--- config.mk ---
export PLATFORM = sky130hd
export DESIGN_NAME = vga_timing_gen
export DESIGN_NICKNAME = d
export VERILOG_FILES = /design/src/rtl/vga_timing_gen.sv
export SDC_FILE = /design/constraint.sdc
export NUM_CORES = 1
export LEC_CHECK = 0
export ABC_AREA = 1
export CAP_MARGIN = 15
export CORE_MARGIN = 2
export CORE_UTILIZATION = 43
export CTS_CLUSTER_DIAMETER = 60
export CTS_CLUSTER_SIZE = 28
export DETAILED_ROUTE_END_ITERATION = 8
export DONT_BUFFER_PORTS = 1
export GPL_ROUTABILITY_DRIVEN = 1
export MAX_ROUTING_LAYER = met4
export SLEW_MARGIN = 25
export SYNTH_ARGS = -nofsm -noshare
export SYNTH_HDL_FRONTEND = slang
export SYNTH_SLANG_ARGS = --single-unit
--- constraint.sdc ---
create_clock -name clk -period 1.2 [get_ports clk]
set_input_delay 0.18 -clock clk [delete_from_list [all_inputs] [get_ports clk]]
set_output_delay 0.18 -clock clk [all_outputs]
set_load 0.02 [all_outputs]
--- src/rtl/vga_timing_gen.sv ---
// rtl/vga_timing_gen.sv - 640x480@60 VGA raster timing, pixel pipeline and game tick enables
//
// Purpose:
//   Divides the system clock down to a pixel enable, runs the horizontal and
//   vertical raster counters, and returns the controllers' colour to the
//   connector one pixel later, blanked outside the active region, with the
//   sync pulses delayed by the same pixel so colour and sync stay aligned.
//   Also produces per-frame and per-N-frame single-clock enables for game logic.
//
// Ports:
//   clk          system clock (100 MHz)
//   rst          asynchronous, active-high reset
//   rgb_in       {R,G,B} colour for the current hCount/vCount
//   hCount       horizontal pixel counter
//   vCount       line counter
//   bright       current pixel lies in the visible region
//   pix_en       one-clk pulse per pixel period
//   hSync/vSync  active-low syncs, registered
//   vga_r/g/b    registered, blanked colour to the connector
//   frame_tick   one-clk pulse while the counters sit at (0,0) after a frame wrap
//   game_tick    one-clk pulse every FRAMES_PER_TICK frames, coincident with frame_tick

module vga_timing_gen #(
  parameter int unsigned CLK_DIV         = 4,
  parameter int unsigned H_TOTAL         = 800,
  parameter int unsigned H_SYNC          = 96,
  parameter int unsigned H_ACT_START     = 144,
  parameter int unsigned H_ACT_END       = 784,
  parameter int unsigned V_TOTAL         = 525,
  parameter int unsigned V_SYNC          = 2,
  parameter int unsigned V_ACT_START     = 35,
  parameter int unsigned V_ACT_END       = 515,
  parameter int unsigned FRAMES_PER_TICK = 1
) (
  input  logic        clk,
  input  logic        rst,
  input  logic [11:0] rgb_in,
  output logic [9:0]  hCount,
  output logic [9:0]  vCount,
  output logic        bright,
  output logic        pix_en,
  output logic        hSync,
  output logic        vSync,
  output logic [3:0]  vga_r,
  output logic [3:0]  vga_g,
  output logic [3:0]  vga_b,
  output logic        frame_tick,
  output logic        game_tick
);

  // A divide-by-1 still needs a one-bit divider register to keep widths legal.
  localparam int unsigned DIV_W = (CLK_DIV > 1) ? $clog2(CLK_DIV) : 1;

  logic [DIV_W-1:0] r_div;
  logic [9:0]       r_h;
  logic [9:0]       r_v;
  logic [7:0]       r_frame_cnt;
  logic             r_hsync;
  logic             r_vsync;
  logic [3:0]       r_vga_r;
  logic [3:0]       r_vga_g;
  logic [3:0]       r_vga_b;
  logic             r_frame_tick;
  logic             r_game_tick;

  logic             w_pix_en;
  logic             w_h_last;
  logic             w_v_last;
  logic             w_frame_wrap;
  logic             w_h_act;
  logic             w_v_act;
  logic             w_bright;

  assign w_pix_en     = (r_div == DIV_W'(CLK_DIV - 1));
  assign w_h_last     = (r_h == 10'(H_TOTAL - 1));
  assign w_v_last     = (r_v == 10'(V_TOTAL - 1));
  assign w_frame_wrap = w_pix_en && w_h_last && w_v_last;

  assign w_h_act  = (r_h >= 10'(H_ACT_START)) && (r_h < 10'(H_ACT_END));
  assign w_v_act  = (r_v >= 10'(V_ACT_START)) && (r_v < 10'(V_ACT_END));
  assign w_bright = w_h_act && w_v_act;

  // Clock divider: pix_en is decoded from the terminal count, so the first
  // pixel advance lands on the CLK_DIV-th edge after reset release.
  always_ff @(posedge clk or posedge rst) begin
    if (rst) begin
      r_div <= '0;
    end else if (w_pix_en) begin
      r_div <= '0;
    end else begin
      r_div <= r_div + DIV_W'(1);
    end
  end

  // Raster counters; the line counter only moves on the horizontal wrap.
  always_ff @(posedge clk or posedge rst) begin
    if (rst) begin
      r_h <= '0;
      r_v <= '0;
    end else if (w_pix_en) begin
      if (w_h_last) begin
        r_h <= '0;
        if (w_v_last) begin
          r_v <= '0;
        end else begin
          r_v <= r_v + 10'd1;
        end
      end else begin
        r_h <= r_h + 10'd1;
      end
    end
  end

  // One-pixel output pipeline. Sync and colour are captured from the same
  // counter values on the same edge, which keeps them aligned at the connector.
  always_ff @(posedge clk or posedge rst) begin
    if (rst) begin
      r_hsync <= 1'b1;
      r_vsync <= 1'b1;
      r_vga_r <= '0;
      r_vga_g <= '0;
      r_vga_b <= '0;
    end else if (w_pix_en) begin
      r_hsync <= !(r_h < 10'(H_SYNC));
      r_vsync <= !(r_v < 10'(V_SYNC));
      if (w_bright) begin
        r_vga_r <= rgb_in[11:8];
        r_vga_g <= rgb_in[7:4];
        r_vga_b <= rgb_in[3:0];
      end else begin
        r_vga_r <= '0;
        r_vga_g <= '0;
        r_vga_b <= '0;
      end
    end
  end

  // Frame and game ticks are registered from the wrap decode so they are
  // visible for the single clk during which the counters read (0,0).
  always_ff @(posedge clk or posedge rst) begin
    if (rst) begin
      r_frame_cnt  <= '0;
      r_frame_tick <= 1'b0;
      r_game_tick  <= 1'b0;
    end else begin
      r_frame_tick <= w_frame_wrap;
      r_game_tick  <= 1'b0;
      if (w_frame_wrap) begin
        if (r_frame_cnt == 8'(FRAMES_PER_TICK - 1)) begin
          r_frame_cnt <= '0;
          r_game_tick <= 1'b1;
        end else begin
          r_frame_cnt <= r_frame_cnt + 8'd1;
        end
      end
    end
  end

  assign hCount     = r_h;
  assign vCount     = r_v;
  assign bright     = w_bright;
  assign pix_en     = w_pix_en;
  assign hSync      = r_hsync;
  assign vSync      = r_vsync;
  assign vga_r      = r_vga_r;
  assign vga_g      = r_vga_g;
  assign vga_b      = r_vga_b;
  assign frame_tick = r_frame_tick;
  assign game_tick  = r_game_tick;

endmodule

[After elaboration in Yosys (flattened, before gate mapping)]
Cells that the tools add are included.
Widths: inputs -> output; s select.
Storage, ports and cells
  bits in registers: 46
  latch bits: 0
  memory bits (writable): 0
  memory bits (read-only): 0
  input bits: 14
  output and inout bits: 38
  memories kept: 0
Cells by class
  add/subtract/negate cells: 4
  multipliers: 0
  div/mod/pow operators: 0
  magnitude comparators: 6
  equal/unequal tests: 3
  shifts and indexed selects: 0
  mux-type cells: 9
  bitwise gates (word level): 0
  reductions and logical operators: 9
Operators with widths (count)
  $add 10x1->10 const B: 2
  $eq 10x10->1 const B: 2
  $lt 10x10->1 const B: 2
  $mux 10: 2
  $mux 4: 3
  $ge 10x6->1 const B: 1
  $ge 10x8->1 const B: 1
  $lt 10x2->1 const B: 1
  $lt 10x7->1 const B: 1
  $add 8x1->8 const B: 1
  $logic_not 8->1: 1
  $mux 8: 1
  $logic_and 1x1->1: 5
  $add 2x1->2 const B: 1
  $eq 2x2->1 const B: 1
  $logic_not 1->1: 2
  $mux 1: 2
  $mux 2: 1
  $reduce_and 2->1: 1

[Depth between registers and ports, before layout]
  word-level depth: 4
  mapped depth: 10

[Least setup slack after synthesis]
OpenSTA, ideal clock, no wires.
  path type: reg-to-output
  start point: register r_v[0] (netlist: vCount[0])
  end point: output port bright
  data arrival time: 1.392 ns
  required time: 1.020 ns
  slack: -0.372 ns
  cell stages (with the launch flop): 8
  cells stage by stage: dfrtp_1 -> ha_1 -> nor2_1 -> nand2_1 -> nand2_1 -> nand2_1 -> nand2_1 -> a21oi_1
On the way
  longest elaborated chain between the ends: 3
Ends and longest elaborated chain
  from (decl): RTL line 56  | logic [9:0] r_v;
  from (signal assigned): RTL line 106  | r_v <= r_v + 10'd1;
  $ge 10x6->1 / $lt 10x10->1 (equally long branches): RTL line 80  | assign w_v_act = (r_v >= 10'(V_ACT_START)) && (r_v < 10'(V_ACT_END));
  $logic_and 1x1->1 (*): RTL line 80
  $logic_and 1x1->1 (*): RTL line 81  | assign w_bright = w_h_act && w_v_act;
  to (decl): RTL line 40  | output logic bright,
Mark *: on every way between the ends. The rest lies on a longest branch, timed or not.

[Worst setup path after layout]
  start point: register r_v[1] (netlist: vCount[1])
  end point: output port bright
Same word-level chain as after synthesis.

==> impl_metrics.ini <==
[status]
run_status = finished with violations
violations = setup timing

[clock_tree]
htreeDepth = 2
cts_tree = built
clock_latency_ps = 320
cts-buffers-inserted = 5
clock_tree_root = clkbuf_8
clk_transition_reported_paths_ps = 100
clock_sink_count = 46
clockBufferDepth = 2

[drt]
routed_metal_1_wire_length_microns = 3340
drt_drc_violations_left = 0
detailroute.wirelength.met3_microns = 350
topRoutingLayerUsed = met4
antenna_left = 0
routed_via_density = 4.97
drt_iter0_drc = 96
drt-wirelength-per-cell_microns = 15.1
number_of_iterations_in_the_first_detailed_routing_pass = 4
met2RoutedLength_microns = 4000
routed_wirelength_microns = 7810
detailroute.via_count = 2566

[synthesis]
synth-async-reset-ratio_pct = 100
synth_seq_cells = 46
synth_enable_flop_cells = 0
syn-num-nets = 372
yosys_warnings = 0
synth_area_per_cell_sq_um = 7.73
synth_cell_types = 35
synth_sequential_area_ratio_pct = 42.5
yosys_most_used_dff = dfrtp_1
synth_area_sq_um = 2710
number_of_instances_in_the_synthesized_netlist = 351

[cells_and_area]
flow.area_growth_from_synthesis_pct = 53.0
layout.cells.most_common_list = nand2_1 (87), buf_4 (50), inv_1 (42)
layout_commonest_cell = nand2_1
layout-drive-gt1-share_pct = 47.8
final_area_sq_um = 4150
fillCellCount = 454
design.final.nets = 461
num_antenna_cells = 0

[timing]
post-route-worst-setup-slack_ps = -468
finalClockSkew_ps = 7.19
finalHoldViolCount = 0
final.period_utilization_pct = 139
rsz_0062_raised_after_global_routing = true
min_period_ps = 1670
slew_headroom_pct = 79.3
max_freq_ghz = 0.599
timing_max_transition_violations_final = 0
setup-violations-final = 48
tightest_slew_ps = 310

[power_and_ir_drop]
report.power.total_w = 0.00264
p_leak_nw = 2.17
ir_worst_vdd_mv = 0.642
power_density_nw_per_um2 = 635

[worst_setup_path]
setup.worst_path.start_class = flip-flop
r2r_cells = 10
worst_setup_path_end_kind = output pin
worst-path-max-fanout = 3
r2r_end = vCount[1]
critPathRequiredTime_ps = 1020
worst_ep_arrival_time_ps = 1490
r2r_start = vCount[1]
critical_path_class = flip-flop to output pin
regToRegSetupSlack_ps = -350

[global_routing]
grt_remaining_overflow = 0
antenna_violations_before_repair = 0
grt_pass1_vias = 2675
track_usage_pct = 22.6
pin_count_of_the_biggest_net_entering_global_routing = 35
grt_first_pass_wirelength_microns = 12500

[floorplanning]
floorplan.die.width_microns = 83.4
vertical_extent_of_the_die_microns = 83.4
floorplan.io_pins = 52
floorplan.core_area_sq_um = 6030
initial_cell_density_of_the_core_pct = 45.0
die-area_sq_um = 6960
placementRows = 28

[worst_hold_path]
timing.hold.worst.start = rgb_in[9]
worst_hold_check_path_type = input pin to flip-flop
whs_path_depth = 4
worst_hold_path.endpoint = vga_r[1]

[placement]
gp_routability_congestion = 0.843
detailed_place.area_sq_um = 3420
dp_hpwl_microns = 4760
place.port_buffers = 0

[job]
max-cap-violations = 0
==> Yosys cell counts, types with 4 or more instances <==
| cell type | count | area, sq um |
|---|---|---|
| o21ai_0 | 11 | 55.1 |
| clkbuf_1 | 4 | 15.0 |
| nand3_1 | 26 | 130 |
| nor2_2 | 6 | 37.5 |
| o21ai_1 | 6 | 30.0 |
| a21oi_1 | 4 | 20.0 |
| nand2_2 | 9 | 56.3 |
| nand4_1 | 4 | 25.0 |
| nand3_2 | 11 | 110 |
| nand2_1 | 99 | 372 |
| inv_1 | 51 | 191 |
| o21ai_2 | 4 | 35.0 |
| nor2_1 | 28 | 105 |
| dfrtp_1 | 44 | 1100 |
| ha_1 | 7 | 87.6 |
| xor2_1 | 10 | 87.6 |
==> state kept, by name, summed over array words and instances (netlist names) <==
name / flops
vga_g: 4
game_tick: 1
hCount: 10
vga_r: 4
hSync: 1
vCount: 10
vSync: 1
vga_b: 4
r_frame_cnt: 8
r_div: 2
frame_tick: 1
==> report_power, final <==
part | switching, W | internal [W]
Combinational | 0.0000334 | 0.00000951
Sequential | 0 | 0.00155
Clock | 0.000624 | 0.000422
Total | 0.000657 | 0.00198
==> per-stage QoR <==
stage          worst slack, ps  std cells  utilization (%)  TNS [ps]  hold slack (ps)
6_report                  -468        516             68.9    -10580             68.7
5_1_grt                   -508        516             68.9    -13450             76.5
4_1_cts                   -442        508             64.9    -10210             72.3
3_5_place_dp              -309        478             56.8     -6970             36.3
3_3_place_gp              -272        478             56.8     -6220             26.5
2_1_floorplan             -193        351                -     -4700              196
==> layout make-up <==
cell class / instances / area, sq um / share of cell area, %
clock inverter: 3 / 25.0 / 0.603
sequential: 46 / 1170 / 28.2
tap: 75 / 93.8 / 2.26
clock buffer: 5 / 68.8 / 1.66
multi-input combinational: 242 / 1650 / 39.6
inverter: 55 / 219 / 5.27
timing repair buffer: 90 / 930 / 22.4
==> critical path: stages, from the launching register on <==
cell	delay, ps
dfrtp_2	410
ha_4	140
nor2_1	30
nand2_1	50
nand2_1	60
nand2_2	70
nand2_2	60
buf_6	120
a21oi_4	220
==> repair_timing <==
item,CTS,global route
endpoints found under the setup margin,43,52
endpoints found under the hold margin,15,0
setup buffers,18,14
gates cloned,3,1
hold buffers,1,0
pin swaps,18,19
resized for setup,52,49
==> worst max path at each step <==
stage,from,endpoint,cells past startpoint
2_1_floorplan,vCount[0],vga_b[0],10
3_3_place_gp,vCount[2],vga_g[3],7
3_5_place_dp,vCount[6],vga_r[3],7
4_1_cts,vCount[0],bright,8
5_1_grt,vCount[1],bright,8
6_report,vCount[1],bright,8
==> kinds of logic after synthesis <==
family / after synthesis / share of synthesized area [%]
and+or+nand+nor: 195 / 34.8
buffers and inverters: 64 / 9.82
DFF: 46 / 42.5
AOI/OAI and AO/OA: 27 / 5.81
xor gates and xnor gates: 12 / 3.87
adders and majority gates: 7 / 3.23
==> per-layer routing <==
layer	vias up	track usage, %
met3	13	5.27
li1	1270	-
met1	1231	26.2
met2	52	38.6
met4	0	7.77
met5	-	-
(Power assumes the default switching activity.)
